**config.mk**
```make
export PLATFORM = sky130hd
export DESIGN_NAME = kart_physics
export DESIGN_NICKNAME = d
export VERILOG_FILES = /design/src/rtl/kart_physics.sv
export SDC_FILE = /design/constraint.sdc
export NUM_CORES = 1
export LEC_CHECK = 0
export BUFFER_PORTS_ARGS = -buffer_cell sky130_fd_sc_hd__buf_2
export CORE_UTILIZATION = 35
export CTS_CLUSTER_SIZE = 20
export DETAILED_ROUTE_END_ITERATION = 10
export HOLD_SLACK_MARGIN = 0.12
export PLACE_DENSITY = 0.55
export SLEW_MARGIN = 10
export SYNTH_ARGS = -nofsm -noshare
export SYNTH_HDL_FRONTEND = slang
export SYNTH_SLANG_ARGS = --single-unit
```
**constraint.sdc**
```tcl
create_clock -name clk -period 11.75 [get_ports clk]
set_input_delay 1.7625 -clock clk [delete_from_list [all_inputs] [get_ports clk]]
set_output_delay 1.7625 -clock clk [all_outputs]
set_load 0.01 [all_outputs]
```
**src/rtl/kart_physics.sv**
```systemverilog
// kart_physics: per-player motion engine for the split-screen racer.
//
// Once per frame tick the engine steers, updates speed, projects a candidate
// position along the new heading, probes the track map at that candidate and
// then commits or rejects the move. Position is held in Q10.6 map pixels.
//
// Ports:
//   clk, rst_n            clock, asynchronous active-low reset
//   tick                  one-cycle frame pulse; ignored while busy
//   btn_accel/brake/      debounced button levels, latched on tick
//   btn_left/right
//   map_addr [16:0]       map read address (y*320 + x), registered
//   map_data [3:0]        map colour index, sampled one cycle after map_addr
//   world_x/world_y       committed integer position
//   degree [8:0]          committed heading 0..359 (0 = +X, 90 = +Y)
//   speed [7:0]           current speed, 1/64 px per frame
//   busy                  high while an update is in flight
module kart_physics #(
    parameter int unsigned START_X   = 40,
    parameter int unsigned START_Y   = 40,
    parameter int unsigned START_DEG = 0,
    parameter int unsigned MAX_SPEED = 192,
    parameter int unsigned GRASS_MAX = 64,
    parameter int unsigned ACCEL     = 4,
    parameter int unsigned BRAKE     = 8,
    parameter int unsigned TURN_STEP = 5,
    parameter logic [3:0]  WALL_IDX  = 4'd0,
    parameter logic [3:0]  GRASS_IDX = 4'd1
) (
    input  logic        clk,
    input  logic        rst_n,
    input  logic        tick,
    input  logic        btn_accel,
    input  logic        btn_brake,
    input  logic        btn_left,
    input  logic        btn_right,
    output logic [16:0] map_addr,
    input  logic [3:0]  map_data,
    output logic [9:0]  world_x,
    output logic [9:0]  world_y,
    output logic [8:0]  degree,
    output logic [7:0]  speed,
    output logic        busy
);

    typedef enum logic [2:0] {IDLE, STEER, TRIG, PROBE, WAIT, COMMIT} state_t;

    // round(127 * sin(k deg)) for k = 0..90
    localparam logic [6:0] SIN_TAB [0:90] = '{
        7'd0,   7'd2,   7'd4,   7'd7,   7'd9,   7'd11,  7'd13,  7'd15,  7'd18,  7'd20,
        7'd22,  7'd24,  7'd26,  7'd29,  7'd31,  7'd33,  7'd35,  7'd37,  7'd39,  7'd41,
        7'd43,  7'd46,  7'd48,  7'd50,  7'd52,  7'd54,  7'd56,  7'd58,  7'd60,  7'd62,
        7'd64,  7'd65,  7'd67,  7'd69,  7'd71,  7'd73,  7'd75,  7'd76,  7'd78,  7'd80,
        7'd82,  7'd83,  7'd85,  7'd87,  7'd88,  7'd90,  7'd91,  7'd93,  7'd94,  7'd96,
        7'd97,  7'd99,  7'd100, 7'd101, 7'd103, 7'd104, 7'd105, 7'd107, 7'd108, 7'd109,
        7'd110, 7'd111, 7'd112, 7'd113, 7'd114, 7'd115, 7'd116, 7'd117, 7'd118, 7'd119,
        7'd119, 7'd120, 7'd121, 7'd121, 7'd122, 7'd123, 7'd123, 7'd124, 7'd124, 7'd125,
        7'd125, 7'd125, 7'd126, 7'd126, 7'd126, 7'd127, 7'd127, 7'd127, 7'd127, 7'd127,
        7'd127
    };

    state_t             state, state_nx;
    logic [15:0]        pos_x, pos_y;
    logic signed [16:0] cand_x, cand_y;
    logic               lat_accel, lat_brake, lat_left, lat_right;
    logic               hit_wall, hit_grass;

    function automatic logic signed [7:0] q7(input logic [6:0] idx, input logic neg);
        logic signed [7:0] mag;
        mag = $signed({1'b0, SIN_TAB[idx]});
        return neg ? -mag : mag;
    endfunction

    // Quadrant folding of the quarter-wave table.
    function automatic logic signed [7:0] sin_q7(input logic [8:0] d);
        if (d <= 9'd90)       return q7(7'(d), 1'b0);
        else if (d <= 9'd180) return q7(7'(9'd180 - d), 1'b0);
        else if (d <= 9'd270) return q7(7'(d - 9'd180), 1'b1);
        else                  return q7(7'(9'd360 - d), 1'b1);
    endfunction

    function automatic logic signed [7:0] cos_q7(input logic [8:0] d);
        if (d <= 9'd90)       return q7(7'(9'd90 - d), 1'b0);
        else if (d <= 9'd180) return q7(7'(d - 9'd90), 1'b1);
        else if (d <= 9'd270) return q7(7'(9'd270 - d), 1'b1);
        else                  return q7(7'(d - 9'd270), 1'b0);
    endfunction

    // Heading step with wrap at 360; both or neither button leaves it alone.
    function automatic logic [8:0] steer_deg(input logic [8:0] d, input logic l, input logic r);
        logic [9:0] sum;
        sum = {1'b0, d};
        if (l && !r)
            sum = (d >= 9'(TURN_STEP)) ? sum - 10'(TURN_STEP) : sum + 10'(360 - TURN_STEP);
        else if (r && !l) begin
            sum = sum + 10'(TURN_STEP);
            if (sum >= 10'd360)
                sum = sum - 10'd360;
        end
        return 9'(sum);
    endfunction

    // Speed update with saturation at 0 and MAX_SPEED; brake has priority.
    function automatic logic [7:0] steer_speed(input logic [7:0] s, input logic acc, input logic brk);
        logic [8:0] up;
        up = {1'b0, s} + 9'(ACCEL);
        if (brk)
            return (s > 8'(BRAKE)) ? s - 8'(BRAKE) : 8'd0;
        if (acc)
            return (up > 9'(MAX_SPEED)) ? 8'(MAX_SPEED) : up[7:0];
        return (s != 8'd0) ? s - 8'd1 : 8'd0;
    endfunction

    // Displacement along the current heading, in 1/64 px (floor via >>>).
    logic signed [7:0]  cos_v, sin_v;
    logic signed [16:0] spd_s, cos_e, sin_e, prod_x, prod_y, dx, dy;
    assign cos_v  = cos_q7(degree);
    assign sin_v  = sin_q7(degree);
    assign spd_s  = $signed({9'd0, speed});
    assign cos_e  = {{9{cos_v[7]}}, cos_v};
    assign sin_e  = {{9{sin_v[7]}}, sin_v};
    assign prod_x = spd_s * cos_e;
    assign prod_y = spd_s * sin_e;
    assign dx     = prod_x >>> 7;
    assign dy     = prod_y >>> 7;

    // Candidate bounds check; a negative candidate shows up as the sign bit.
    logic [9:0]  cand_ix, cand_iy;
    logic        oob;
    logic [16:0] addr_calc;
    assign cand_ix   = cand_x[15:6];
    assign cand_iy   = cand_y[15:6];
    assign oob       = cand_x[16] | cand_y[16] | (cand_ix >= 10'd320) | (cand_iy >= 10'd240);
    assign addr_calc = 17'(cand_iy) * 17'd320 + 17'(cand_ix);

    assign world_x = pos_x[15:6];
    assign world_y = pos_y[15:6];

    always_ff @(posedge clk or negedge rst_n) begin
        if (!rst_n) state <= IDLE;
        else        state <= state_nx;
    end

    always_comb begin
        state_nx = state;
        case (state)
            IDLE:    if (tick) state_nx = STEER;
            STEER:   state_nx = TRIG;
            TRIG:    state_nx = PROBE;
            PROBE:   state_nx = oob ? COMMIT : WAIT;
            WAIT:    state_nx = COMMIT;
            COMMIT:  state_nx = IDLE;
            default: state_nx = IDLE;
        endcase
    end

    always_ff @(posedge clk or negedge rst_n) begin
        if (!rst_n) begin
            pos_x     <= {10'(START_X), 6'b0};
            pos_y     <= {10'(START_Y), 6'b0};
            degree    <= 9'(START_DEG);
            speed     <= 8'd0;
            map_addr  <= 17'd0;
            busy      <= 1'b0;
            cand_x    <= '0;
            cand_y    <= '0;
            lat_accel <= 1'b0;
            lat_brake <= 1'b0;
            lat_left  <= 1'b0;
            lat_right <= 1'b0;
            hit_wall  <= 1'b0;
            hit_grass <= 1'b0;
        end else begin
            case (state)
                IDLE: if (tick) begin
                    lat_accel <= btn_accel;
                    lat_brake <= btn_brake;
                    lat_left  <= btn_left;
                    lat_right <= btn_right;
                    busy      <= 1'b1;
                end
                STEER: begin
                    degree <= steer_deg(degree, lat_left, lat_right);
                    speed  <= steer_speed(speed, lat_accel, lat_brake);
                end
                TRIG: begin
                    cand_x <= $signed({1'b0, pos_x}) + dx;
                    cand_y <= $signed({1'b0, pos_y}) + dy;
                end
                PROBE: begin
                    if (oob) begin
                        // Off the map behaves like a wall; the address is left alone.
                        hit_wall  <= 1'b1;
                        hit_grass <= 1'b0;
                    end else begin
                        map_addr <= addr_calc;
                    end
                end
                WAIT: begin
                    hit_wall  <= (map_data == WALL_IDX);
                    hit_grass <= (map_data == GRASS_IDX);
                end
                COMMIT: begin
                    if (hit_wall) begin
                        speed <= 8'd0;
                    end else begin
                        pos_x <= cand_x[15:0];
                        pos_y <= cand_y[15:0];
                        if (hit_grass && (speed > 8'(GRASS_MAX)))
                            speed <= 8'(GRASS_MAX);
                    end
                    busy <= 1'b0;
                end
                default: ;
            endcase
        end
    end

endmodule

```
Word level (Yosys, flattened, before mapping):

Memory sizes are Yosys's and may differ from the RTL's.
Cells that the tools add are included.

* register bits after elaboration: 110
* output and inout bits: 55
* word-level logic and storage cells: 156
* memories: 8
* input port bits: 11
* ROM bits: 7168

Memories
* (no name shown): depth 128, bits a word 7, read ports 1, clocked after Yosys merged registers in 0, write ports 0, RTL line 70 `mag = $signed({1'b0, SIN_TAB[idx]});`
* (no name shown): depth 128, bits a word 7, read ports 1, clocked after Yosys merged registers in 0, write ports 0, RTL line 70
* (no name shown): depth 128, bits a word 7, read ports 1, clocked after Yosys merged registers in 0, write ports 0, RTL line 70
* (no name shown): depth 128, bits a word 7, read ports 1, clocked after Yosys merged registers in 0, write ports 0, RTL line 70
* (no name shown): depth 128, bits a word 7, read ports 1, clocked after Yosys merged registers in 0, write ports 0, RTL line 70
* (no name shown): depth 128, bits a word 7, read ports 1, clocked after Yosys merged registers in 0, write ports 0, RTL line 70
* 2 more memories

* reductions and logical operators: 19
* mux-type cells: 50
* multiply operators: 3
* magnitude comparators: 18
* equal/unequal tests: 9
* bitwise operators: 13
* add/subtract/negate cells: 21

Operators by type and width (number)
* 8-bit 2-to-1 mux: 15
* 7-bit 2-to-1 mux: 16
* 8-bit >= comparator (second input constant): 8
* 7-bit NOT with 8-bit output: 8
* 17-bit by 10-bit adder with 17-bit output: 3
* 9-bit 2-to-1 mux: 4
* 9-bit by 8-bit multiplier with 17-bit output: 2
* 7-bit negation with 8-bit output: 4
* 10-bit by 9-bit >= comparator with 1-bit output (second input constant): 2
* 8-bit one-hot mux with 2 select lines: 1
* 3-bit one-hot mux with 5 select lines: 1
* 2-bit AND reduction: 7
* 7-bit subtractor (first input constant): 2
* 10-bit by 3-bit multiplier with 11-bit output (second input constant): 1
* 9-bit by 3-bit adder with 10-bit output (second input constant): 1
* 10-bit by 8-bit >= comparator with 1-bit output (second input constant): 1
* 8-bit by 3-bit adder with 9-bit output (second input constant): 1
* 9-bit adder (second input constant): 1
* 9-bit by 3-bit >= comparator with 1-bit output (second input constant): 1
* 9-bit by 8-bit > comparator with 1-bit output (second input constant): 1
* 9-bit by 7-bit <= comparator with 1-bit output (second input constant): 1
* 9-bit by 8-bit <= comparator with 1-bit output (second input constant): 1
* 9-bit <= comparator (second input constant): 1
* 1-bit 2-to-1 mux: 9
* other kinds (27): 41

Longest topological paths before layout:

Gate-level depths: netlist of the first run.

* depth after elaboration: 11
* gate-level depth with buffers: 47
* gate-level depth less buffers: 42

Least setup slack after synthesis of the first run:

OpenSTA, ideal clock, no wires.

* kind: register to register
* from: register degree[0]
* to: register cand_y[16]
* path buffers: 7
* library setup time: 0.083 ns
* data required time: 11.667 ns
* clock period less this slack: 10.723 ns
* path slack: 1.027 ns
* cell stages (with the launch flop): 42
* arrival: 10.641 ns
* cell sequence: dfrtp_1 > buf_2 > inv_1 > buf_2 > buf_1 > ha_1 > clkbuf_1 > inv_1 > ha_1 > buf_2 > buf_2 > buf_2 > o41ai_1 > o22ai_1 > a221oi_2 > ha_1 > nand2_1 > or4_1 > [... 6 more ...] > fa_1 > inv_1 > ha_1 > or2_2 > a21oi_1 > a311oi_1 > o21ai_0 > a21boi_0 > o41a_1 > xnor2_1 > ha_1 > o211a_1 > o21a_1 > o21a_1 > o41ai_1 > o21ai_0 > xnor2_1 > o21ai_0

* word-level cells in the longest chain between the ends: 11
* elaborated cells on any way between the ends: 29
* classes of those cells: add/sub (6); mul (1); order compare (3); mux (11); bitwise (4); memory (4)

Ends and longest elaborated chain
* from (decl): RTL line 41 `output logic [8:0] degree,`
* from (signal assigned): RTL line 161 `degree <= 9'(START_DEG);`
* from (signal assigned): RTL line 183 `degree <= steer_deg(degree, lat_left, lat_right);`
* 7-bit subtractor or 7-bit by 6-bit subtractor with 7-bit output (tied branches): RTL line 79, 78
* 7-bit NOT with 8-bit output (not written as such): RTL line 70
* memory read 128 x 7 bit
* 7-bit 2-to-1 mux (not written as such) (2 in series): RTL line 70
* 7-bit negation with 8-bit output: RTL line 71 `return neg ? -mag : mag;`
* 8-bit 2-to-1 mux: RTL line 78 `else if (d <= 9'd270) return q7(7'(d - 9'd180), 1'b1);`
* 8-bit 2-to-1 mux: RTL line 77 `else if (d <= 9'd180) return q7(7'(9'd180 - d), 1'b0);`
* 8-bit 2-to-1 mux *: RTL line 76 `if (d <= 9'd90) return q7(7'(d), 1'b0);`
* 9-bit by 8-bit multiplier with 17-bit output *: RTL line 123 `assign prod_y = spd_s * sin_e;`
* 17-bit by 10-bit adder with 17-bit output *: RTL line 188 `cand_y <= $signed({1'b0, pos_y}) + dy;`
* to (signal assigned): RTL line 188
* to (decl): RTL line 64 `logic signed [16:0] cand_x, cand_y;`

Every way passes the cells marked *; elsewhere a longest branch is shown, timed or not. The select of a mux whose other input is x is not followed.
A chain may end at the register's enable or synchronous reset.

Worst setup path after layout of the first run:

* from: register degree[2]
* to: register cand_x[15]

* word-level cells in the longest chain between the ends: 11
* elaborated cells on any way between the ends: 30
* classes of those cells: add/sub (7); mul (1); order compare (3); mux (11); bitwise (4); memory (4)

Ends and longest elaborated chain
* 4-bit by 7-bit subtractor with 7-bit output: RTL line 85 `else if (d <= 9'd270) return q7(7'(9'd270 - d), 1'b1);`
* 7-bit NOT with 8-bit output (not written as such): RTL line 70
* memory read 128 x 7 bit
* 7-bit 2-to-1 mux (not written as such) (2 in series): RTL line 70
* 7-bit negation with 8-bit output: RTL line 71
* 8-bit 2-to-1 mux: RTL line 85
* 8-bit 2-to-1 mux: RTL line 84 `else if (d <= 9'd180) return q7(7'(d - 9'd90), 1'b1);`
* 8-bit 2-to-1 mux *: RTL line 83 `if (d <= 9'd90) return q7(7'(9'd90 - d), 1'b0);`
* 9-bit by 8-bit multiplier with 17-bit output *: RTL line 122 `assign prod_x = spd_s * cos_e;`
* 17-bit by 10-bit adder with 17-bit output *: RTL line 187 `cand_x <= $signed({1'b0, pos_x}) + dx;`
* to (signal assigned): RTL line 187
* to (decl): RTL line 64

Marks and branches as above.

==> results.toml, run 1 <==
[clock_network]
cts.htree.levels = 3
cts_buffer_depth = 2
clk_pin_slew_ps = 90
postCtsSetupBuffers = 0
cts_buffers = 9
clk_latency_ps = 390
clkSinkCount = 110
cts_root_buf = "clkbuf_16"
cts_tree = "built"

[worst_setup_path]
path_class = "flip-flop to flip-flop"
r2r_end = "cand_x[15]"
critPathLaunch = "degree[2]"
crit_required_ps = 11980
cpMaxStageDelayCell = "ha_1"
rrSetupSlack_ps = 780
crit_path_max_incr_delay_ps = 680
worst_setup_path_start_kind = "flip-flop"
r2r_start = "degree[2]"
r2r_cells = 34
arrival_ps = 11200
path_max_fanout = 65
cp-end-kind = "flip-flop"

[yosys]
synth_top_area_share_pct = 13.61
synth_xor_area_share_pct = 6.094
synth_cell_types = 108
synth-compound-area-share_pct = 25.84
synthAdderAreaFrac_pct = 20.25
synth_top_family_by_area = "compound AO/OA/AOI/OAI gates"
synthArstFlopShare_pct = 100.0
ys.flop_type = "dfrtp_1"
synth_area_um2 = 19480
synth_warnings = 0
yosys.area_share.simple_pct = 20.82
syn_nets = 2785
seq_area_frac_synth_pct = 14.15
synth_top_area_cell = "dfrtp_1"
synth_edf_count = 0
yosys-top-cells-area = "dfrtp_1 14%, ha_1 13%, fa_1 7.6%"
synthMuxAreaShare_pct = 5.420
synth.avg_cell_area_um2 = 7.785
synth-seq-cells = 110
syn_inst = 2503

[detailed_routing]
drc_errors = 0
drtIter0Drc = 1811
drtAntennaViolNets = 0
dr.pass1.iters = 6
route.final.wire_length_um = 69510
via_per_inst = 5.966
wire_per_inst_um = 21.60
vias = 19200

[timing]
setup_viol = 0
finalWorstSetupSlack_ps = 775.8
drv_slew = 0
fin_tns_setup_ps = 0
tightestPinTransition_ps = 1144
rsz0062_at_grt = "false"
max_freq_ghz = 0.09112
clock_skew_ps = 22.35
period_share_pct = 93.40
hold_viol_final = 0
period_minus_slack_ps = 10970
relSlewSlack_pct = 23.44

[placed_design]
dp_hpwl_um = 51360
placedCellCount = 3202
gp_congestion = 0.9363
post-place-ws_ps = 537.6
port_buffers = 65

[floorplanning]
fp.dieH_um = 237.9
core_area_um2 = 55090
die_x_um = 237.9
dieArea_um2 = 56620
rows = 86
initial_core_util_pct = 35.37
io-pin-count = 66

[grt]
grt_pass1_vias = 18810
grt_start_max_net_pins = 67
grt_overflow = 0
antenna_found_initial = 0
grt_first_pass_wirelength_um = 109600
grt_usage_pct = 24.45

[final_layout]
nNetsFinal = 2747
antennaDiodeCount = 0
multi_input_area_um2 = 15330
stdcell_count = 3218
fin_util_pct = 37.74
areaGrowthSynthToFinish_pct = 6.710
nFillCells = 5834
drive_gt1_share_pct = 11.70
seq_area_um2 = 2768

[job]
maxCapViolCount = 0

[worst_hold_path]
hold_path_end = "busy"
min_from = "busy"
hold_depth = 1
hold_class = "flip-flop to flip-flop"

[outcome]
outcome = "complete, no violations"
[cell usage after synthesis (48+ instances only)]
master and number:
a21oi_1 177, and2_1 68, buf_2 48, clkbuf_1 105
dfrtp_1 106, fa_1 74, ha_1 197, inv_1 138
nand2_1 257, nand3_1 71, nor2_1 154, nor3_1 61
o21ai_0 184, xnor2_1 85
[area by class of cell]
class                   instances  share of cell area, %
multi-input cells            2058                  73.72
flip-flops and latches        110                  13.31
well taps                     748                  4.501
repair buffers                144                  4.429
inverters                     142                  2.563
clock buffers                  10                  1.101
clock inverters                 6                 0.3791
[routing by layer]
metal  vias up  track usage, %  routed length [µm]
li1       9012               -                   -
met2       773           39.67               31910
met3       118           2.406                4464
met4         0           9.228                2337
met5         -               0                   0
met1      9295           33.45               30800
[flip-flops by register name, summed over array words and instances, names as in the netlist, 3 cells and up]
register and cells:
cand_x 17, cand_y 17, map_addr 17, pos_x 16
pos_y 16, degree 9, speed 8, state 3
[cell usage in the layout, fill, tap and decap left out, types with 9 or more instances in the layout]
master and count:
a31oi_1 33, ha_1 194, o311ai_0 17, buf_4 80, a221oi_1 9, mux4_2 14
nand2_1 257, xor2_1 45, mux2i_1 23, o21a_1 14, dfrtp_1 100, nor4_1 14
inv_1 138, nand4_1 17, clkbuf_16 9, or3_1 21, xnor2_1 85, a32oi_1 10
nor3_1 61, a2111oi_0 10, o21ai_0 184, nand3_1 71, o22ai_1 16, buf_2 64
fa_1 74, nand2b_1 30, o31ai_1 21, a21boi_0 13, a311oi_1 14, mux2_2 43
nor2b_1 30, nand3b_1 10, a211oi_1 46, nor2_1 153, and3_1 21, a21oi_1 177
and2_1 68, or2_2 14, o211ai_1 34, a21o_1 24
[how the worst max path moves through the flow]
stage,to,slack [ps],cells after the start
after global placement,cand_x[15],560,35
after global routing,cand_y[16],120,38
final,cand_x[15],780,34
after floorplan,cand_y[16],1030,41
after detailed placement,cand_x[15],540,35
after CTS,cand_x[15],490,35
[logic make-up after synthesis]
| kind of cell | count (synthesis) |
|---|---|
| simple gates | 817 |
| compound gates | 756 |
| buf+inv | 335 |
| fa+ha+maj | 271 |
| xor+xnor | 133 |
| flops | 110 |
| mux | 81 |
[stage by stage]
step,hold slack (ps),instance area [µm²]
global route,492.8,20790
global placement,451.7,20460
CTS,481.1,20770
finish,480.2,20790
detailed placement,456.5,20460
floorplan,444.4,19480
[critical path, delay by kind of cell (launching register included)]
family                     cells  cell delay, ps
xor gates and xnor gates       4            1360
DFF                            1             360
and+or+nand+nor                3             960
buffers and inverters          4            1020
AOI/OAI and AO/OA             15            3490
adders and majority gates      8            3550
[timing repair]
action / CTS / global route
gates resized for setup: 0 / 4
setup endpoints to repair: 0 / 3
hold buffers: 0 / 0
Power of run 1 is not shown: default switching activity piles up to over one toggle a cycle in this logic, so the estimate is an artifact.
==> run 2: changes to the inputs <==
--- a/config.mk
+++ b/config.mk
@@ -6,11 +6,13 @@
 export NUM_CORES = 1
 export LEC_CHECK = 0
 export BUFFER_PORTS_ARGS = -buffer_cell sky130_fd_sc_hd__buf_2
+export CELL_PAD_IN_SITES_DETAIL_PLACEMENT = 2
+export CELL_PAD_IN_SITES_GLOBAL_PLACEMENT = 2
 export CORE_UTILIZATION = 35
 export CTS_CLUSTER_SIZE = 20
 export DETAILED_ROUTE_END_ITERATION = 10
 export HOLD_SLACK_MARGIN = 0.12
-export PLACE_DENSITY = 0.55
+export PLACE_DENSITY = 0.8
 export SLEW_MARGIN = 10
 export SYNTH_ARGS = -nofsm -noshare
 export SYNTH_HDL_FRONTEND = slang
==> results.toml, run 2 (synthesis gave the netlist of run 1 again) <==
[timing]
period_share_pct = 95.49
clock_skew_ps = 25.80
drv_slew = 0
relSlewSlack_pct = 13.96
hold_viol_final = 0
setup_viol = 0
fin_tns_setup_ps = 0
tightestPinTransition_ps = 1288
rsz0062_at_grt = "false"
period_minus_slack_ps = 11220
max_freq_ghz = 0.08913

[floorplanning]
io-pin-count = 66
dieArea_um2 = 56620
initial_core_util_pct = 35.37
core_area_um2 = 55090
die_x_um = 237.9
rows = 86
fp.dieH_um = 237.9

[worst_setup_path]
cp-end-kind = "flip-flop"
crit_path_max_incr_delay_ps = 590
critPathBufInv = 7
cpMaxStageDelayCell = "dfrtp_2"
arrival_ps = 11450
r2r_end = "cand_x[15]"
crit_required_ps = 11980
path_class = "flip-flop to flip-flop"
cpLargestDelayFamily = "adder cells"
rrSetupSlack_ps = 530
r2r_cells = 37
worst_setup_path_start_kind = "flip-flop"
path_max_fanout = 18
r2r_start = "degree[2]"

[detailed_routing]
drc_errors = 0
dr.pass1.iters = 5
route.final.wire_length_um = 86350
via_per_inst = 6.324
drtAntennaViolNets = 0
wire_per_inst_um = 26.81
drtIter0Drc = 1432
vias = 20370

[worst_hold_path]
hold_path_end = "map_addr[11]"
hold_class = "flip-flop to flip-flop"
min_from = "map_addr[11]"
hold_depth = 2

[final_layout]
final_cell_mix = "257 x nand2_1, 190 x ha_1, 184 x o21ai_0"
areaGrowthSynthToFinish_pct = 7.372
final_common_cell = "nand2_1"
nNetsFinal = 2749
top_regs = "cand_x (17), cand_y (17), map_addr (17)"
stdcell_count = 3221
drive_gt1_share_pct = 12.34

[clock_network]
cts_root_buf = "clkbuf_16"
cts_buffer_depth = 2
cts.htree.levels = 3
cts_buffers = 9
cts_tree = "built"
clkSinkCount = 110
cts_hold_buf = 0
clk_pin_slew_ps = 100
clk_latency_ps = 400

[grt]
grt_first_pass_wirelength_um = 133400
grt_overflow = 0
busiest_layer = "met2"
use_met1_pct = 38.30
grt_start_max_net_pins = 64
antenna_found_initial = 2
grt_usage_pct = 30.15
grt_util_met3_pct = 3.019
grtUsageMet2_pct = 51.65
grt_pass1_vias = 22060

[placed_design]
dp_hpwl_um = 63520
port_buffers = 65
gp_congestion = 0.9265
placedCellCount = 3198

[job]
maxCapViolCount = 0

[outcome]
outcome = "complete, no violations"
==> run 2: cell types whose count changed in the layout (fill, tap and decap cells not counted), moves of 2 or more <==
cell,before,now
xnor2_1,85,83
xnor2_2,2,4
ha_1,194,190
clkinvlp_4,0,2
clkinv_4,3,1
inv_8,2,4
ha_4,0,3
==> run 2: worst max path at each step <==
| stage | end | start | slack [ps] | cells past startpoint |
|---|---|---|---|---|
| 6_report | cand_x[15] | degree[2] | 530 | 37 |
| 5_1_grt | cand_x[15] | degree[2] | 1 | 37 |
| 4_1_cts | cand_x[16] | degree[2] | 100 | 39 |
| 3_5_place_dp | cand_x[15] | degree[2] | -110 | 38 |
| 3_3_place_gp | cand_x[15] | degree[2] | 530 | 35 |
| 2_1_floorplan | cand_y[16] | degree[0] | 1030 | 41 |
==> run 2: cell type report <==
class,instances,area [µm²]
flip-flops and latches,110,2768
clock buffers,9,225.2
diodes,1,2.502
fillers,6416,34170
multi-input cells,2058,15420
well taps,748,935.9
clock inverters,7,75.07
repair buffers,146,955.9
inverters,142,540.5
==> run 2: repair_timing <==
item / 4_1_cts / 5_1_grt
pin swaps: 0 / 2
setup endpoints to repair: 4 / 8
gates resized for setup: 2 / 21
setup buffers: 0 / 6
==> run 2: worst min-delay path, delay by kind of cell (launching register included) <==
kind,cells,cell delay [ps]
flip-flops,1,340
AO/OA/AOI/OAI,1,60
AND/OR/NAND/NOR,1,50
==> run 2: through the flow <==
step	setup slack [ps]	util, %	hold slack [ps]	cell area (µm²)
5_1_grt	1.490	37.97	503.1	20920
3_3_place_gp	525.4	37.11	454.9	20440
3_5_place_dp	-105.7	37.11	465.0	20440
2_1_floorplan	1027	-	444.4	19480
6_report	530.1	37.97	487.9	20920
4_1_cts	101.4	37.67	489.7	20750
==> run 2: per-layer routing <==
metal	vias up	share of wire, %
met2	597	49
met1	10590	42
met3	201	4.9
li1	8980	-
met4	2	4.2
met5	-	0.010
Power of run 2 is left out for the same reason.
